[src/rtl/inst_sram_axi_bridge_pkg.sv]
// ============================================================================
// Module   : inst_sram_axi_bridge_pkg
// Brief    : Shared AXI constants and helpers for the instruction fetch bridge.
// Revision : 1.0 - initial release
// ============================================================================
`default_nettype none

package inst_sram_axi_bridge_pkg;

    localparam int unsigned      c_axi_id_w       = 4;
    localparam logic [1:0]       c_axi_burst_incr = 2'b01;
    localparam logic [c_axi_id_w-1:0] c_inst_axi_id = 4'd0;

    // The SRAM-like size field is the byte count log2, which AXI encodes identically.
    function automatic logic [2:0] axi_size(input logic [1:0] sram_size);
        return {1'b0, sram_size};
    endfunction

endpackage

`default_nettype wire

[src/rtl/inst_sram_axi_bridge_req_counter.sv]
// ============================================================================
// Module   : inst_sram_axi_bridge_req_counter
// Brief    : Outstanding-request and discard counters for the fetch bridge.
// Revision : 1.0 - initial release
// ============================================================================
`default_nettype none

module inst_sram_axi_bridge_req_counter (
    input  logic       clk,
    input  logic       resetn,
    input  logic       accept,
    input  logic       r_done,
    input  logic       cancel,
    output logic [1:0] out_cnt,
    output logic [1:0] discard_cnt
);

    logic [1:0] r_out_cnt;
    logic [1:0] r_discard_cnt;

    always_ff @(posedge clk or negedge resetn) begin
        if (!resetn) begin
            r_out_cnt     <= 2'd0;
            r_discard_cnt <= 2'd0;
        end else begin
            r_out_cnt <= r_out_cnt + {1'b0, accept} - {1'b0, r_done};
            // A request accepted in the cancel cycle is newer than the flush and is kept.
            if (cancel) begin
                r_discard_cnt <= r_out_cnt - {1'b0, r_done};
            end else if (r_done && (r_discard_cnt != 2'd0)) begin
                r_discard_cnt <= r_discard_cnt - 2'd1;
            end
        end
    end

    assign out_cnt     = r_out_cnt;
    assign discard_cnt = r_discard_cnt;

endmodule

`default_nettype wire

[src/rtl/inst_sram_axi_bridge.sv]
// ============================================================================
// Module   : inst_sram_axi_bridge
// Brief    : Read-only bridge from the IF-stage SRAM-like port to AXI3 AR/R.
// Revision : 1.0 - initial release
// ============================================================================
`default_nettype none

module inst_sram_axi_bridge
    import inst_sram_axi_bridge_pkg::*;
#(
    parameter int unsigned           MAX_OUTSTANDING = 2,
    parameter logic [c_axi_id_w-1:0] AXI_ID          = c_inst_axi_id
) (
    input  logic        clk,
    input  logic        resetn,

    input  logic        inst_sram_req,
    input  logic        inst_sram_wr,
    input  logic [1:0]  inst_sram_size,
    input  logic [3:0]  inst_sram_wstrb,
    input  logic [31:0] inst_sram_addr,
    input  logic [31:0] inst_sram_wdata,
    output logic        inst_sram_addr_ok,
    output logic        inst_sram_data_ok,
    output logic [31:0] inst_sram_rdata,

    input  logic        cancel,

    output logic [3:0]  arid,
    output logic [31:0] araddr,
    output logic [7:0]  arlen,
    output logic [2:0]  arsize,
    output logic [1:0]  arburst,
    output logic [1:0]  arlock,
    output logic [3:0]  arcache,
    output logic [2:0]  arprot,
    output logic        arvalid,
    input  logic        arready,

    input  logic [3:0]  rid,
    input  logic [31:0] rdata,
    input  logic [1:0]  rresp,
    input  logic        rlast,
    input  logic        rvalid,
    output logic        rready
);

    localparam logic [1:0] c_max_out = MAX_OUTSTANDING[1:0];

    logic        r_ar_busy;
    logic [31:0] r_ar_addr;
    logic [1:0]  r_ar_size;

    logic [1:0]  w_out_cnt;
    logic [1:0]  w_discard_cnt;
    logic        w_accept;
    logic        w_r_done;

    // Write-side fields and AXI response metadata carry no information for fetches.
    logic w_unused_inputs;
    assign w_unused_inputs = ^{inst_sram_wr, inst_sram_wstrb, inst_sram_wdata, rid, rresp};

    // resetn gating keeps the handshakes low while reset is held, not just after an edge.
    assign w_accept = inst_sram_req & resetn & ~r_ar_busy & (w_out_cnt < c_max_out);
    assign w_r_done = rvalid & rlast;

    always_ff @(posedge clk or negedge resetn) begin
        if (!resetn) begin
            r_ar_busy <= 1'b0;
            r_ar_addr <= 32'd0;
            r_ar_size <= 2'd0;
        end else if (w_accept) begin
            r_ar_busy <= 1'b1;
            r_ar_addr <= inst_sram_addr;
            r_ar_size <= inst_sram_size;
        end else if (r_ar_busy && arready) begin
            r_ar_busy <= 1'b0;
        end
    end

    inst_sram_axi_bridge_req_counter u_req_counter (
        .clk         (clk),
        .resetn      (resetn),
        .accept      (w_accept),
        .r_done      (w_r_done),
        .cancel      (cancel),
        .out_cnt     (w_out_cnt),
        .discard_cnt (w_discard_cnt)
    );

    assign inst_sram_addr_ok = w_accept;
    assign inst_sram_data_ok = w_r_done & resetn & (w_discard_cnt == 2'd0) & ~cancel;
    assign inst_sram_rdata   = rdata;

    assign arid    = AXI_ID;
    assign araddr  = r_ar_addr;
    assign arlen   = 8'd0;
    assign arsize  = axi_size(r_ar_size);
    assign arburst = c_axi_burst_incr;
    assign arlock  = 2'd0;
    assign arcache = 4'd0;
    assign arprot  = 3'd0;
    assign arvalid = r_ar_busy;
    assign rready  = 1'b1;

endmodule

`default_nettype wire

[config.mk]
export PLATFORM = sky130hd
export DESIGN_NAME = inst_sram_axi_bridge
export DESIGN_NICKNAME = d
export VERILOG_FILES = /design/src/rtl/inst_sram_axi_bridge_pkg.sv /design/src/rtl/inst_sram_axi_bridge_req_counter.sv /design/src/rtl/inst_sram_axi_bridge.sv
export SDC_FILE = /design/constraint.sdc
export NUM_CORES = 1
export LEC_CHECK = 0
export ABC_AREA = 0
export CAP_MARGIN = 10
export CORE_ASPECT_RATIO = 1.25
export CORE_MARGIN = 10
export CORE_UTILIZATION = 32
export DETAILED_ROUTE_END_ITERATION = 8
export PLACE_DENSITY = 0.85
export SLEW_MARGIN = 10
export SYNTH_ARGS = -nofsm -noshare
export SYNTH_HDL_FRONTEND = slang
export SYNTH_HIERARCHICAL = 1
export SYNTH_SLANG_ARGS = --single-unit
[constraint.sdc]
create_clock -name clk -period 3.4 [get_ports clk]
set_clock_uncertainty 0.15 [all_clocks]
set_input_delay 0.68 -clock clk [delete_from_list [all_inputs] [get_ports clk]]
set_output_delay 0.68 -clock clk [all_outputs]
set_load 0.1 [all_outputs]
==> run summary <==
### Worst setup path
* 3 — count of cells along the worst register-to-register path
* 1610 ps — Reg2Reg Setup Slack
* primary input — Critical Path Start Type
* 6 — top fanout value on the critical path
* araddr[12]$_DFFE_PN0P_ — Reg2Reg Capture Point
* output port — element type at the critical path end
* u_req_counter/out_cnt[1]$_DFF_PN0_ — beginning of the worst register-to-register path
* 2570 ps — required arrival time at the worst endpoint
* 1790 ps — critical path data arrival time
* primary input to output port — WS Path Type

### Synthesis
* 3.38% — synthesized-area fraction occupied by and/or/nand/nor cells
* 1.75% — adder and majority cell fraction of the synthesized area
* dfrtp_1 45%, buf_4 20%, mux2_4 20% — biggest area contributors in the synthesized netlist
* buffers and inverters — combinational family with the most area after synthesis
* dfrtp_1 — library cell with the largest summed area after synthesis
* 13.5 µm² — mean cell area of the mapped netlist
* 45.5% — share of synthesized area occupied by flip-flops and latches
* 20 — Distinct cells, synth
* 6 — YS warnings
* 1.22% — compound-cell area share of the yosys netlist
* 159 — gate count after technology mapping
* 0.00215 mm² — Mapped Area
* 39 — post-synthesis register bit count
* 0.816% — post-synthesis share of cell area spent on xor and xnor gates
* 22.7% — multiplexer share of the synthesized area
* 45.5% — fraction of synthesized cell area taken by the top area cell type

### Clock tree
* 0 — postcts setup bufs
* 2 — Longest Clk Path Bufs
* clkbuf_8 — root cell of the clock tree
* 280 ps — clock network latency to the later pin of the worst-skew pair
* 0 — number of hold buffers added after cts
* 0 — post-cts gate resize count
* 80 ps — clock transition at the registers of the reported paths
* 5 — number of buffers created by CTS
* 39 — clk sinks
* yes — TritonCTS clock tree
* 2 — maximum level of the CTS H-tree

### Timing
* false — setup repair after global routing missed its margin
* 0 ps — setup TNS after final layout
* 0 — max-slew violations
* 782 ps — least setup slack across all paths after layout
* 0 — Hold Violations, Final
* 77.0% — ratio of final minimum period to clock period
* 2620 ps — shortest period the worst path allows
* 0 — # setup viols final
* 0.382 GHz — maximum operating frequency

### Floorplan
* 32.7% — effective utilization at floorplan
* 33 — # rows
* 210 — Boundary Pins
* 112 µm — die outline height
* 0.00657 mm² — total core area
* 93.3 µm — floorplan die width
* 0.0104 mm² — area enclosed by the die boundary

### Global routing
* 7440 µm — wire length of the first global-routing pass
* 0 — antenna violations before repair
* 0 — gr ovfl total
* 26 — maximum number of pins on one net before global-route repair
* 1407 — via count of the first global-routing pass
* 8.82% — GRT Util Overall

### Placement
* 3700 µm — HPWL after detailed placement
* 777 ps — DP Worst Slack
* 77 — Port Buffer Count
* 0.691 — routability congestion estimate from global placement

### Final layout
* 623 — Filler cells
* 0 — number of antenna cells inserted
* 327 — Nets
* 25.8% — Syn-to-layout area delta
* 39 x dfrtp_1, 39 x clkdlybuf4s50_1, 38 x buf_4 — commonest cells after routing, fill and taps aside
* 40.7% — fraction of layout cells with a size suffix above 1

### Route
* 0 — DRC violations left
* 0 — residual antenna-violating net count after detailed routing
* 1203 — DR vias
* 19 — initial DRC count
* 4690 µm — total length of routed wires
* 2 — drt pass-1 iters
* 4.06 — Vias/cell
* 15.8 µm — average detailed-routed wire length per instance

### Job
* 0 — maximum capacitance violations

### Status
* finished clean — outcome

### Hold path
* primary input to async pin — type of the most critical hold path

cells in the mapped netlist, drive strengths merged:
cell / number
conb: 2
and4bb: 1
ha: 3
nor2b: 1
nand4b: 1
nand2b: 1
or4b: 2
buf: 61
nor3: 1
or2b: 1
dfrtp: 39
and2: 1
inv: 6
o221ai: 2
mux2: 34
a21o: 1
xnor2: 2
how the worst max path moves through the flow:
| stage | cells past startpoint | start | to | slack (ps) |
|---|---|---|---|---|
| final | 4 | cancel | inst_sram_data_ok | 780 |
| after global routing | 4 | cancel | inst_sram_data_ok | 670 |
| after CTS | 4 | cancel | inst_sram_data_ok | 780 |
| after detailed placement | 4 | cancel | inst_sram_data_ok | 780 |
| after global placement | 4 | cancel | inst_sram_data_ok | 790 |
| after floorplan | 2 | cancel | inst_sram_data_ok | 550 |
flip-flops by register name (all words and copies together), names as in the netlist:
signal / flops
r_ar_size: 2
u_req_counter/out_cnt: 2
arvalid: 1
araddr: 32
u_req_counter/discard_cnt: 2
routing by layer:
metal | up-vias | track usage, % | wire, µm
met1 | 578 | 10.3 | 1800
met5 | - | 0 | 0
met4 | 0 | 3.20 | 57
li1 | 538 | - | -
met2 | 75 | 13.6 | 2200
met3 | 12 | 4.30 | 628
worst max-delay path, stage by stage:
cell             delay (ps)
clkdlybuf4s50_1         480
nand4b_1                210
nor3_2                  200
buf_12                  210
cell families after synthesis:
group                      Yosys count
buffers and inverters               67
DFF                                 39
muxes                               34
and+or+nand+nor                      9
adders and majority gates            3
AOI/OAI and AO/OA                    3
other                                2
xor gates and xnor gates             2
final cells by class:
type | instances | area (µm²) | share of cell area (%)
flip-flops and latches | 39 | 976 | 36.1
clock inverters | 2 | 60.1 | 2.22
clock buffers | 6 | 72.6 | 2.69
multi-input cells | 76 | 741 | 27.4
well taps | 87 | 109 | 4.03
repair buffers | 80 | 721 | 26.7
inverters | 6 | 22.5 | 0.834
per-stage QoR:
step / utilization, % / instance area, µm² / hold slack (ps) / cells
3_5_place_dp: 39.1 / 2570 / 344 / 288
6_report: 41.1 / 2700 / 170 / 296
3_3_place_gp: 39.1 / 2570 / 335 / 288
5_1_grt: 41.1 / 2700 / 185 / 296
2_1_floorplan: - / 2240 / 234 / 182
4_1_cts: 41.1 / 2700 / 179 / 296
Power is not shown: default switching activity piles up to over one toggle a cycle in this logic, so the estimate is an artifact.
